--- src/rtl/nibble_cpu_pkg.sv ---
// ---------------------------------------------------------------------------
// nibble_cpu_pkg
// Shared definitions for the nibble CPU core: FSM state encoding, opcode and
// addressing-mode values, register indices and a small decode helper.
// No ports (package).
// ---------------------------------------------------------------------------
package nibble_cpu_pkg;

  // Fetch three words, execute, optionally touch data memory, or stop.
  typedef enum logic [2:0] {
    ST_F0,
    ST_F1,
    ST_F2,
    ST_EXEC,
    ST_MEM,
    ST_HALT
  } state_t;

  localparam logic [3:0] OP_LD  = 4'd0;
  localparam logic [3:0] OP_ST  = 4'd1;
  localparam logic [3:0] OP_ADD = 4'd2;
  localparam logic [3:0] OP_AND = 4'd3;
  localparam logic [3:0] OP_XOR = 4'd4;
  localparam logic [3:0] OP_JMP = 4'd5;
  localparam logic [3:0] OP_JZ  = 4'd6;
  localparam logic [3:0] OP_JC  = 4'd7;
  localparam logic [3:0] OP_HLT = 4'd8;

  localparam logic [1:0] MODE_IMM = 2'd0;
  localparam logic [1:0] MODE_DIR = 2'd1;
  localparam logic [1:0] MODE_IDX = 2'd2;
  localparam logic [1:0] MODE_NOP = 2'd3;

  localparam logic [1:0] REG_A = 2'd0;
  localparam logic [1:0] REG_X = 2'd1;
  localparam logic [1:0] REG_Y = 2'd2;
  localparam logic [1:0] REG_W = 2'd3;

  // Opcodes that produce a register result from an operand (LD counts as
  // an ALU pass-through of the operand).
  function automatic logic isAluOp(input logic [3:0] op);
    return (op == OP_LD) || (op == OP_ADD) || (op == OP_AND) || (op == OP_XOR);
  endfunction

endpackage

--- src/rtl/nibble_cpu_if.sv ---
// ---------------------------------------------------------------------------
// nibble_cpu_if
// Shared request/ready bus between the CPU core (master) and the memory
// system (slave). One bus carries both program fetches and data accesses.
//   req    master->slave  transfer request, fields stable until ready
//   space  master->slave  0 = program space, 1 = data space
//   addr   master->slave  PC_W+2 bit address
//   we     master->slave  1 = write
//   wdata  master->slave  store data (0 when we=0)
//   rdata  slave->master  read data, sampled when req & ready
//   ready  slave->master  completes the current transfer
// ---------------------------------------------------------------------------
interface nibble_cpu_if #(
  parameter int DATA_W = 4,
  parameter int PC_W   = 10
);
  logic              req;
  logic              space;
  logic [PC_W+1:0]   addr;
  logic              we;
  logic [DATA_W-1:0] wdata;
  logic [DATA_W-1:0] rdata;
  logic              ready;

  modport master (output req, space, addr, we, wdata, input rdata, ready);
  modport slave  (input req, space, addr, we, wdata, output rdata, ready);
endinterface

--- src/rtl/nibble_cpu_alu.sv ---
// ---------------------------------------------------------------------------
// nibble_cpu_alu
// Combinational ALU for the nibble CPU.
//   i_op      opcode (LD passes i_b through, ADD/AND/XOR combine i_a, i_b)
//   i_a       register operand
//   i_b       immediate or memory operand
//   o_result  DATA_W-bit result
//   o_z       result is zero
//   o_c       ADD carry-out; 0 for AND/XOR/LD (core decides whether to use it)
// ---------------------------------------------------------------------------
module nibble_cpu_alu
  import nibble_cpu_pkg::*;
#(
  parameter int DATA_W = 4
) (
  input  logic [3:0]        i_op,
  input  logic [DATA_W-1:0] i_a,
  input  logic [DATA_W-1:0] i_b,
  output logic [DATA_W-1:0] o_result,
  output logic              o_z,
  output logic              o_c
);

  logic [DATA_W:0] w_sum;

  assign w_sum = {1'b0, i_a} + {1'b0, i_b};

  // Select the result; carry is only meaningful for ADD, the other ops
  // report a cleared carry.
  always_comb begin
    o_result = i_b;
    o_c      = 1'b0;
    case (i_op)
      OP_ADD: begin
        o_result = w_sum[DATA_W-1:0];
        o_c      = w_sum[DATA_W];
      end
      OP_AND: o_result = i_a & i_b;
      OP_XOR: o_result = i_a ^ i_b;
      default: o_result = i_b;
    endcase
  end

  assign o_z = (o_result == '0);

endmodule

--- src/rtl/nibble_cpu_core.sv ---
// ---------------------------------------------------------------------------
// nibble_cpu_core
// Serial-fetch CPU: each instruction is three DATA_W-bit words fetched over
// one request/ready bus, then executed; loads/stores/memory-operand ALU ops
// take one extra data-space transfer.
//   clk       clock, rising edge
//   rst       asynchronous active-high reset
//   bus       nibble_cpu_if master (req/space/addr/we/wdata out, rdata/ready in)
//   o_halted  1 while in the HALT state
//   o_dbg_pc  current program counter
// ---------------------------------------------------------------------------
module nibble_cpu_core
  import nibble_cpu_pkg::*;
#(
  parameter int DATA_W    = 4,
  parameter int PC_W      = 10,
  parameter int NUM_REGS  = 3,
  parameter int JMP_SHIFT = 2
) (
  input  logic            clk,
  input  logic            rst,
  nibble_cpu_if.master    bus,
  output logic            o_halted,
  output logic [PC_W-1:0] o_dbg_pc
);

  localparam int         ADDR_W = PC_W + 2;
  localparam logic [2:0] NREG   = 3'(NUM_REGS);

  state_t              r_state;
  logic [PC_W-1:0]     r_pc;
  logic [DATA_W-1:0]   r_regs [4];
  logic                r_z;
  logic                r_c;
  logic [DATA_W-1:0]   r_w0;
  logic [DATA_W-1:0]   r_w1;
  logic [DATA_W-1:0]   r_w2;
  logic                r_req;
  logic                r_space;
  logic [ADDR_W-1:0]   r_addr;
  logic                r_we;
  logic [DATA_W-1:0]   r_wdata;
  logic                r_halted;

  logic [3:0]          w_op;
  logic [1:0]          w_dst;
  logic [1:0]          w_mode;
  logic [DATA_W-1:0]   w_opd;
  logic                w_dstOk;
  logic [DATA_W-1:0]   w_dstVal;
  logic [DATA_W-1:0]   w_ea;
  logic                w_nop;
  logic                w_memOp;
  logic [PC_W-1:0]     w_pcInc;
  logic [PC_W-1:0]     w_target;
  logic [PC_W-1:0]     w_pcNext;
  logic [DATA_W-1:0]   w_aluB;
  logic [DATA_W-1:0]   w_aluRes;
  logic                w_aluZ;
  logic                w_aluC;
  logic                w_wbEn;

  assign w_op     = r_w0[3:0];
  assign w_dst    = r_w1[3:2];
  assign w_mode   = r_w1[1:0];
  assign w_opd    = r_w2;

  // Registers beyond NUM_REGS do not exist: writes to them are dropped and
  // reads return zero.
  assign w_dstOk  = ({1'b0, w_dst} < NREG);
  assign w_dstVal = w_dstOk ? r_regs[w_dst] : '0;

  // X-indexed addressing wraps inside the DATA_W-bit data space.
  assign w_ea     = (w_mode == MODE_IDX) ? (w_opd + r_regs[REG_X]) : w_opd;

  assign w_nop    = (w_mode == MODE_NOP) || (w_op > OP_HLT);
  assign w_memOp  = (isAluOp(w_op) && (w_mode != MODE_IMM)) || (w_op == OP_ST);
  assign w_pcInc  = r_pc + PC_W'(1);
  assign w_target = PC_W'(w_opd) << JMP_SHIFT;

  // During MEM the operand is the word coming back on the bus; otherwise it
  // is the immediate from the third instruction word.
  assign w_aluB   = (r_state == ST_MEM) ? bus.rdata : w_opd;

  nibble_cpu_alu #(.DATA_W(DATA_W)) u_alu (
    .i_op     (w_op),
    .i_a      (w_dstVal),
    .i_b      (w_aluB),
    .o_result (w_aluRes),
    .o_z      (w_aluZ),
    .o_c      (w_aluC)
  );

  // Next PC chosen in EXEC: taken jumps load the target, HLT holds the PC,
  // everything else (including untaken branches and NOPs) steps by one.
  always_comb begin
    w_pcNext = w_pcInc;
    if (!w_nop) begin
      case (w_op)
        OP_JMP: w_pcNext = w_target;
        OP_JZ:  w_pcNext = r_z ? w_target : w_pcInc;
        OP_JC:  w_pcNext = r_c ? w_target : w_pcInc;
        OP_HLT: w_pcNext = r_pc;
        default: w_pcNext = w_pcInc;
      endcase
    end
  end

  // A result is written either in EXEC for immediate operands or when the
  // memory operand arrives at the end of a read in MEM.
  assign w_wbEn = ((r_state == ST_EXEC) && !w_nop && isAluOp(w_op) && (w_mode == MODE_IMM)) ||
                  ((r_state == ST_MEM) && bus.ready && !r_we);

  // Register file and flags. LD only touches Z; AND/XOR clear C through the
  // ALU; flags update even when the destination register does not exist.
  always_ff @(posedge clk or posedge rst) begin
    if (rst) begin
      for (int i = 0; i < 4; i++) r_regs[i] <= '0;
      r_z <= 1'b0;
      r_c <= 1'b0;
    end else if (w_wbEn) begin
      if (w_dstOk) r_regs[w_dst] <= w_aluRes;
      r_z <= w_aluZ;
      if (w_op != OP_LD) r_c <= w_aluC;
    end
  end

  // Control FSM with registered bus outputs. Each fetch state waits for
  // ready, captures its word and presents the next address; EXEC is a single
  // bus-idle cycle that decides between the next fetch, a data transfer or
  // halting. Bus fields only change on a completed transfer, so they stay
  // stable across wait states.
  always_ff @(posedge clk or posedge rst) begin
    if (rst) begin
      r_state  <= ST_F0;
      r_pc     <= '0;
      r_w0     <= '0;
      r_w1     <= '0;
      r_w2     <= '0;
      r_req    <= 1'b1;
      r_space  <= 1'b0;
      r_addr   <= '0;
      r_we     <= 1'b0;
      r_wdata  <= '0;
      r_halted <= 1'b0;
    end else begin
      case (r_state)
        ST_F0: if (bus.ready) begin
          r_w0    <= bus.rdata;
          r_addr  <= {r_pc, 2'd1};
          r_state <= ST_F1;
        end
        ST_F1: if (bus.ready) begin
          r_w1    <= bus.rdata;
          r_addr  <= {r_pc, 2'd2};
          r_state <= ST_F2;
        end
        ST_F2: if (bus.ready) begin
          r_w2    <= bus.rdata;
          r_req   <= 1'b0;
          r_state <= ST_EXEC;
        end
        ST_EXEC: begin
          r_pc <= w_pcNext;
          if (!w_nop && (w_op == OP_HLT)) begin
            r_halted <= 1'b1;
            r_state  <= ST_HALT;
          end else if (!w_nop && w_memOp) begin
            r_req   <= 1'b1;
            r_space <= 1'b1;
            r_addr  <= ADDR_W'(w_ea);
            r_we    <= (w_op == OP_ST);
            r_wdata <= (w_op == OP_ST) ? w_dstVal : '0;
            r_state <= ST_MEM;
          end else begin
            r_req   <= 1'b1;
            r_space <= 1'b0;
            r_addr  <= {w_pcNext, 2'd0};
            r_state <= ST_F0;
          end
        end
        ST_MEM: if (bus.ready) begin
          r_space <= 1'b0;
          r_we    <= 1'b0;
          r_wdata <= '0;
          r_addr  <= {r_pc, 2'd0};
          r_state <= ST_F0;
        end
        ST_HALT: r_state <= ST_HALT;
        default: r_state <= ST_F0;
      endcase
    end
  end

  assign bus.req   = r_req;
  assign bus.space = r_space;
  assign bus.addr  = r_addr;
  assign bus.we    = r_we;
  assign bus.wdata = r_wdata;
  assign o_halted  = r_halted;
  assign o_dbg_pc  = r_pc;

endmodule

--- src/flat_wrapper.sv ---
// flat-port wrapper written by rule: the top's interface ports become plain ports
module nibble_cpu_core_flat import nibble_cpu_pkg::*;
#(
  parameter int DATA_W    = 4,
  parameter int PC_W      = 10,
  parameter int NUM_REGS  = 3,
  parameter int JMP_SHIFT = 2
)
  (clk, rst, o_halted, o_dbg_pc, bus_req, bus_space, bus_addr, bus_we, bus_wdata, bus_rdata, bus_ready);
  nibble_cpu_if #(.DATA_W(DATA_W), .PC_W(PC_W)) bus_i ();
  input  logic clk;
  input  logic rst;
  output logic o_halted;
  output logic [PC_W-1:0] o_dbg_pc;
  output wire logic [$bits(bus_i.req)-1:0] bus_req;
  output wire logic [$bits(bus_i.space)-1:0] bus_space;
  output wire logic [$bits(bus_i.addr)-1:0] bus_addr;
  output wire logic [$bits(bus_i.we)-1:0] bus_we;
  output wire logic [$bits(bus_i.wdata)-1:0] bus_wdata;
  input wire logic [$bits(bus_i.rdata)-1:0] bus_rdata;
  input wire logic [$bits(bus_i.ready)-1:0] bus_ready;
  assign bus_req = bus_i.req;
  assign bus_space = bus_i.space;
  assign bus_addr = bus_i.addr;
  assign bus_we = bus_i.we;
  assign bus_wdata = bus_i.wdata;
  assign bus_i.rdata = bus_rdata;
  assign bus_i.ready = bus_ready;
  nibble_cpu_core #(.DATA_W(DATA_W), .PC_W(PC_W), .NUM_REGS(NUM_REGS), .JMP_SHIFT(JMP_SHIFT)) u_core (.clk(clk), .rst(rst), .bus(bus_i), .o_halted(o_halted), .o_dbg_pc(o_dbg_pc));
endmodule
--- config.mk ---
export PLATFORM = sky130hd
export DESIGN_NAME = nibble_cpu_core_flat
export DESIGN_NICKNAME = d
export VERILOG_FILES = /design/src/rtl/nibble_cpu_pkg.sv /design/src/rtl/nibble_cpu_if.sv /design/src/rtl/nibble_cpu_alu.sv /design/src/rtl/nibble_cpu_core.sv /design/src/flat_wrapper.sv
export SDC_FILE = /design/constraint.sdc
export NUM_CORES = 1
export LEC_CHECK = 0
export ABC_AREA = 1
export CORE_UTILIZATION = 45
export DETAILED_ROUTE_END_ITERATION = 6
export HOLD_SLACK_MARGIN = 0.05
export PLACE_DENSITY = 0.66
export SETUP_SLACK_MARGIN = 0.05
export SLEW_MARGIN = 20
export SYNTH_ARGS = -nofsm -noshare
export SYNTH_HDL_FRONTEND = slang
export SYNTH_SLANG_ARGS = --single-unit
--- constraint.sdc ---
create_clock -name clk -period 3.03 [get_ports clk]
set_input_delay 0.606 -clock clk [delete_from_list [all_inputs] [get_ports clk]]
set_output_delay 0.606 -clock clk [all_outputs]
set_load 0.005 [all_outputs]
# After elaboration in Yosys (flattened, before gate mapping)
# Cells that the tools add are included.
word_totals:
  regBits: 63
  out_inout_bits: 30
  inputBits: 7
  word_cells: 127
op_classes:
  reduce_logical: 37
  addsub: 3
  muxes: 42
  n_lt_le_gt_ge: 4
  eq_ne: 21
  bitwise: 3
ops:
  columns: ["operator", "n"]
  rows:
  - ["12-bit 2-to-1 mux", 5]
  - ["12-bit case mux with 4 select lines", 1]
  - ["4-bit 2-to-1 mux", 10]
  - ["10-bit case mux with 4 select lines", 1]
  - ["10-bit 2-to-1 mux", 3]
  - ["3-bit 2-to-1 mux", 6]
  - ["3-bit case mux with 6 select lines", 1]
  - ["16-bit bitwise mux", 1]
  - ["4-bit by 3-bit == test with 1-bit output (second input constant)", 4]
  - ["2-bit != test (second input constant)", 6]
  - ["4-bit case mux with 3 select lines", 1]
  - ["2-bit AND reduction", 6]
  - ["10-bit by 1-bit adder with 10-bit output (second input constant)", 1]
  - ["1-bit logical AND", 9]
  - ["4-bit binary-select mux with 2-bit select", 1]
  - ["4-bit demux with 2-bit select", 1]
  - ["4-bit by 2-bit == test with 1-bit output (second input constant)", 2]
  - ["4-bit logical NOT", 2]
  - ["4-bit case mux with 2 select lines", 1]
  - ["4-bit AND reduction", 2]
  - ["4-bit nonzero test", 2]
  - ["1-bit 2-to-1 mux", 7]
  - ["3-bit by 2-bit == test with 1-bit output (second input constant)", 2]
  - ["3-bit == test (second input constant)", 2]
  - ["21 further kinds", 33]

# Longest topological paths before layout
depth:
  word_depth: 10
  ltp_mapped: 16
  mapped_depth_nobuf: 16

# By module
# A second synthesis with hierarchy kept.
unflattened:
  hier_cells: 507
  area_unflattened_um2: 3724.8
by_module_without_submodules:
  columns: ["mod", "instances", "cells_per_inst", "area_each_um2", "seq_area_each_um2"]
  rows:
  - ["nibble_cpu_core", 1, 440, 3354.5, 1477.7]
  - ["nibble_cpu_alu", 1, 67, 370.4, 0.0]

# Worst setup path before layout
# No wires, ideal clock.
synth_path:
  path_kind: "register -> register"
  startpoint: "reg u_core.r_state[1]"
  endpoint: "reg u_core.r_z"
  stages_incl_launch_ff: 15
  path_buffers: 1
  required_ps: 2965
  setup_slack_ps: 766
  period_less_slack_ps: 2264
  setup_ps: 65
  t_arrival_ps: 2199
  path_cell_list: "dfrtp_1 nor2_1 nand2_1 buf_4 o21ai_1 ha_1 inv_1 fa_1 xor2_1 nor2_1 a21oi_1 nand3_1 nor2_1 nand3_1 nand2_1"
synth_between:
  elab_chain_len: 5
  elab_cells_between_ends: 14
  classes_between: "add/sub (1); eq/ne (2); mux (2); bitwise (2); reduce/logical (7)"
synth_rtl:
  columns: ["item", "line", "rtl"]
  rows:
  - ["start: declaration", "nibble_cpu_core.sv:30", "state_t r_state;"]
  - ["start signal: assignment", "nibble_cpu_core.sv:135", "r_state <= ST_F0;"]
  - ["start signal: assignment", "nibble_cpu_core.sv:151", "r_state <= ST_F1;"]
  - ["start signal: assignment", "nibble_cpu_core.sv:156", "r_state <= ST_F2;"]
  - ["3-bit == test or 3-bit by 2-bit == test with 1-bit output (tied branches)", "nibble_cpu_core.sv:83, nibble_cpu_core.sv:112, nibble_cpu_core.sv:111", null]
  - ["4-bit 2-to-1 mux or 1-bit logical AND (tied branches)", "nibble_cpu_core.sv:83, nibble_cpu_core.sv:111", null]
  - ["4-bit by 4-bit adder with 5-bit output (tied with other cells)", "nibble_cpu_alu.sv:26", "assign w_sum = {1'b0, i_a} + {1'b0, i_b};"]
  - ["4-bit case mux with 3 select lines or 1-bit logical AND (tied branches)", "nibble_cpu_alu.sv:33, nibble_cpu_core.sv:111", null]
  - ["4-bit logical NOT or 1-bit logical OR (tied branches)", "nibble_cpu_alu.sv:44, nibble_cpu_core.sv:111", null]
  - ["end signal: assignment", "nibble_cpu_core.sv:123", "r_z <= w_aluZ;"]
  - ["end: declaration", "nibble_cpu_core.sv:33", "logic r_z;"]
# Several ways; a longest one is shown, not always the timed one.
# A chain may end at the register's enable or synchronous reset.

# Worst setup path after layout
layout_path:
  startpoint: "reg u_core.r_w1[2]"
  endpoint: "reg u_core.r_z"
layout_between:
  elab_chain_len: 8
  elab_cells_between_ends: 11
  classes_between: "add/sub (1); order compare (1); mux (5); bitwise (3); reduce/logical (1)"
layout_rtl:
  columns: ["item", "line", "rtl"]
  rows:
  - ["start: declaration", "nibble_cpu_core.sv:36", "logic [DATA_W-1:0] r_w1;"]
  - ["start signal: assignment", "nibble_cpu_core.sv:154", "r_w1 <= bus.rdata;"]
  - ["2-bit inverter with 3-bit output (not written as such)", "nibble_cpu_core.sv:71", "assign w_dstVal = w_dstOk ? r_regs[w_dst] : '0;"]
  - ["4-bit binary-select mux with 2-bit select", "nibble_cpu_core.sv:71", null]
  - ["4-bit 2-to-1 mux (not written as such) (2 in a row)", "nibble_cpu_core.sv:71", null]
  - ["4-bit 2-to-1 mux (*)", "nibble_cpu_core.sv:71", null]
  - ["4-bit by 4-bit adder with 5-bit output (tied with other cells)", "nibble_cpu_alu.sv:26", null]
  - ["4-bit case mux with 3 select lines (*)", "nibble_cpu_alu.sv:33", "case (i_op)"]
  - ["4-bit logical NOT (*)", "nibble_cpu_alu.sv:44", "assign o_z = (o_result == '0);"]
# Mark *: on every way between the ends. The rest lies on a longest branch, timed or not. The select of a mux whose other input is x is not followed.

==> impl_metrics.xml <==
<?xml version="1.0" encoding="UTF-8"?>
<metrics>
  <group name="yosys">
    <metric name="synth_fp_nets" unit="">515</metric>
    <metric name="dominantRegCellSynth" unit="">dfrtp_1</metric>
    <metric name="async_reset_ff_frac" unit="">1.00</metric>
    <metric name="netlist.area_leader.share" unit="">0.398</metric>
    <metric name="netlist_area" unit="mm²">0.00364</metric>
    <metric name="share_of_the_yosys_chip_area_belonging_to_registers" unit="">0.405</metric>
    <metric name="yosys_warnings" unit="">0</metric>
    <metric name="synth.ff_latch_count" unit="">59</metric>
    <metric name="synth_top_area_cell" unit="">dfrtp_1</metric>
    <metric name="synth.top_cells.by_area" unit="">dfrtp_1, nand2_1, inv_1</metric>
    <metric name="number_of_enable_flip_flop_cells_after_synthesis" unit="">0</metric>
    <metric name="synthDistinctLibCells" unit="">35</metric>
    <metric name="post_synth.cell_area_avg" unit="µm²">7.32</metric>
    <metric name="synthCells" unit="">498</metric>
  </group>
  <group name="min_path">
    <metric name="hp-class" unit="">reg2reg</metric>
  </group>
  <group name="cts">
    <metric name="clk_transition_reported_paths" unit="ns">0.07</metric>
    <metric name="clk_path_buf_depth" unit="">2</metric>
    <metric name="number_of_buffers_created_by_cts" unit="">9</metric>
    <metric name="tritoncts_num_sinks" unit="">59</metric>
    <metric name="cts_post_setup_buffers_inserted" unit="">0</metric>
    <metric name="cts-resized-gates" unit="">0</metric>
    <metric name="clock_tree.htree_level_count" unit="">3</metric>
    <metric name="cts-root-buf" unit="">clkbuf_8</metric>
    <metric name="clock_latency" unit="ns">0.34</metric>
    <metric name="post_cts_hold_buffer_count" unit="">0</metric>
    <metric name="cts_tree" unit="">built</metric>
  </group>
  <group name="routing">
    <metric name="vias_per_instance" unit="">5.11</metric>
    <metric name="post-route-drc-count" unit="">0</metric>
    <metric name="drt-wirelength-per-cell" unit="µm">14.1</metric>
    <metric name="route.final.wire_length" unit="µm">9110</metric>
    <metric name="drtAntennaViolNets" unit="">0</metric>
    <metric name="via_count" unit="">3298</metric>
    <metric name="dr.first_iter.drc_count" unit="">148</metric>
    <metric name="drt-pass1-iter-count" unit="">5</metric>
  </group>
  <group name="layout">
    <metric name="num-nets-final" unit="">555</metric>
    <metric name="fillers" unit="">757</metric>
    <metric name="antenna-diode-count" unit="">0</metric>
    <metric name="mostFrequentLayoutCell" unit="">nand2_1</metric>
    <metric name="final_cell_mix" unit="">nand2_1, dfrtp_1, inv_1</metric>
    <metric name="proportion_of_layout_cells_with_a_drive_suffix_above_1" unit="">0.103</metric>
    <metric name="areaGrowthSynthToFinish" unit="%">18.1</metric>
  </group>
  <group name="sta">
    <metric name="timing.final.setup_violations" unit="">0</metric>
    <metric name="rsz0062_at_grt" unit="">false</metric>
    <metric name="fmax" unit="GHz">0.380</metric>
    <metric name="period_needed" unit="ns">2.63</metric>
    <metric name="finalHoldViolCount" unit="">0</metric>
    <metric name="final_max_slew_viol_count" unit="">0</metric>
    <metric name="worst_slew_pin_tran" unit="ns">0.577</metric>
    <metric name="timing.clock.skew" unit="ns">0.00451</metric>
    <metric name="slew-limit-headroom" unit="">0.615</metric>
    <metric name="setup_slack" unit="ns">0.400</metric>
    <metric name="final.setup.tns" unit="ns">0</metric>
    <metric name="finalCritPeriodShare" unit="">0.868</metric>
  </group>
  <group name="critical_path">
    <metric name="critPathRequiredTime" unit="ns">3.31</metric>
    <metric name="critical_path_peak_fanout" unit="">6</metric>
    <metric name="crit_path_end_kind" unit="">flip-flop</metric>
    <metric name="data_arrival_time_at_the_worst_slack_endpoint" unit="ns">2.92</metric>
    <metric name="setup.worst_path.start_class" unit="">flip-flop</metric>
    <metric name="r2r_setup_slack" unit="ns">0.40</metric>
    <metric name="worst-setup-path-type" unit="">reg2reg</metric>
  </group>
  <group name="global_routing">
    <metric name="grt_first_pass_wirelength" unit="µm">15600</metric>
    <metric name="globalRouteTotalUtil" unit="">0.236</metric>
    <metric name="grt_max_degree" unit="">35</metric>
    <metric name="initial_antenna_violation_count" unit="">0</metric>
    <metric name="number_of_global_route_vias_before_repair" unit="">3195</metric>
    <metric name="grt-ovfl-total" unit="">0</metric>
  </group>
  <group name="placed_design">
    <metric name="routability_congestion_estimate_from_global_placement" unit="">0.864</metric>
    <metric name="pre_cts_setup_slack" unit="ns">0.260</metric>
    <metric name="dp_hpwl" unit="µm">6770</metric>
    <metric name="io_buffer_count" unit="">36</metric>
  </group>
  <group name="pwr">
    <metric name="power.ir.vdd_worst" unit="mV">0.199</metric>
    <metric name="leakage_power_of_the_design" unit="nW">2.07</metric>
    <metric name="power_per_cell_area" unit="mW/mm²">367</metric>
  </group>
  <group name="die">
    <metric name="die_area" unit="mm²">0.00846</metric>
    <metric name="fp.dieH" unit="µm">92.0</metric>
    <metric name="floorplan.initialDensity" unit="">0.469</metric>
    <metric name="core" unit="mm²">0.00777</metric>
    <metric name="floorplan_die_width" unit="µm">92.0</metric>
    <metric name="num_rows" unit="">32</metric>
    <metric name="floorplan.io_pins" unit="">37</metric>
  </group>
  <group name="run_status">
    <metric name="outcome" unit="">finished, final reports clean</metric>
  </group>
  <group name="flow_run">
    <metric name="maxCapViolCount" unit="">0</metric>
  </group>
</metrics>
==> per-layer routing <==
layer | global-route usage | up-vias | wire (µm) | share of wire
li1 | - | 1673 | - | -
met1 | 0.304 | 1518 | 3990 | 0.44
met2 | 0.390 | 91 | 4570 | 0.50
met3 | 0.0423 | 16 | 376 | 0.041
met4 | 0.103 | 0 | 172 | 0.019
met5 | 0 | - | 0 | 0
==> cells in the mapped netlist (all sizes together), types with 4 or more instances <==
master and instances:
nand3b 4, xnor2 4, nand3 34, o21ai 50, a21oi 34, inv 60, nand2 159, dfrtp 58
ha 8, nor2 54, or2 5, nor3 4, buf 8
==> worst max-delay path: stages, from the launching register on <==
cell	delay, ns
dfrtp_1	0.46
nor2_1	0.33
nand2_1	0.10
nand3_1	0.09
nand2_1	0.08
inv_1	0.10
ha_1	0.20
inv_1	0.07
fa_1	0.39
xor2_1	0.15
nor2_1	0.05
a21oi_1	0.12
nand3_1	0.17
nor2_1	0.13
nand3_1	0.08
nand2_1	0.06
==> kinds of logic after synthesis <==
family,share of synthesized area
DFF,0.405
buffers and inverters,0.0824
adders and majority gates,0.0384
and+or+nand+nor,0.330
AOI/OAI and AO/OA,0.127
xor gates and xnor gates,0.0168
==> report_power, final <==
| part | internal, mW | switching (mW) | leakage (nW) |
|---|---|---|---|
| Sequential | 0.788 | 0 | 0.759 |
| Combinational | 0.0102 | 0.0213 | 1.20 |
| Clock | 0.447 | 0.314 | 0.107 |
| Total | 1.24 | 0.335 | 2.07 |
==> layout make-up <==
cell class	count	area, µm²	area share
clock buffers	14	173	0.0401
clock inverters	2	35.0	0.00814
inverters	61	229	0.0532
multi-input cells	368	1870	0.434
flip-flops and latches	59	1480	0.343
well taps	102	128	0.0297
repair buffers	39	395	0.0919
==> path summary, 6_finish.rpt <==
kind	startpoint	end	depth (start not counted)
setup / recovery	u_core.r_w1[2]	u_core.r_z	15
hold / removal	u_core.o_halted	u_core.o_halted	1
setup reg to reg	u_core.r_w1[2]	u_core.r_z	15
hold reg to reg	u_core.o_halted	u_core.o_halted	1
max in group asynchronous	rst	u_core.bus.req	3
min in group asynchronous	rst	u_core.r_state[0]	2
==> flip-flops by register name, summed over array words and instances, names as in the netlist <==
signal	flops
u_core.bus.addr	12
u_core.r_regs	12
u_core.o_dbg_pc	10
u_core.bus.wdata	4
u_core.r_w0	4
u_core.r_w1	4
u_core.r_w2	4
u_core.r_state	3
u_core.bus.req	1
u_core.bus.space	1
u_core.bus.we	1
u_core.o_halted	1
u_core.r_c	1
u_core.r_z	1
==> stage by stage <==
stage | cell area (µm²) | hold WS (ns) | total power [mW] | std cells | util
CTS | 4300 | 0.475 | 1.59 | 645 | 0.554
finish | 4300 | 0.474 | 1.58 | 645 | 0.554
global placement | 4100 | 0.455 | 0.835 | 629 | 0.527
detailed placement | 4100 | 0.461 | 0.835 | 629 | 0.527
global route | 4300 | 0.501 | 1.63 | 645 | 0.554
floorplan | 3640 | 0.449 | 0.817 | 498 | -
Note: power is estimated with default switching activity, not from simulation.
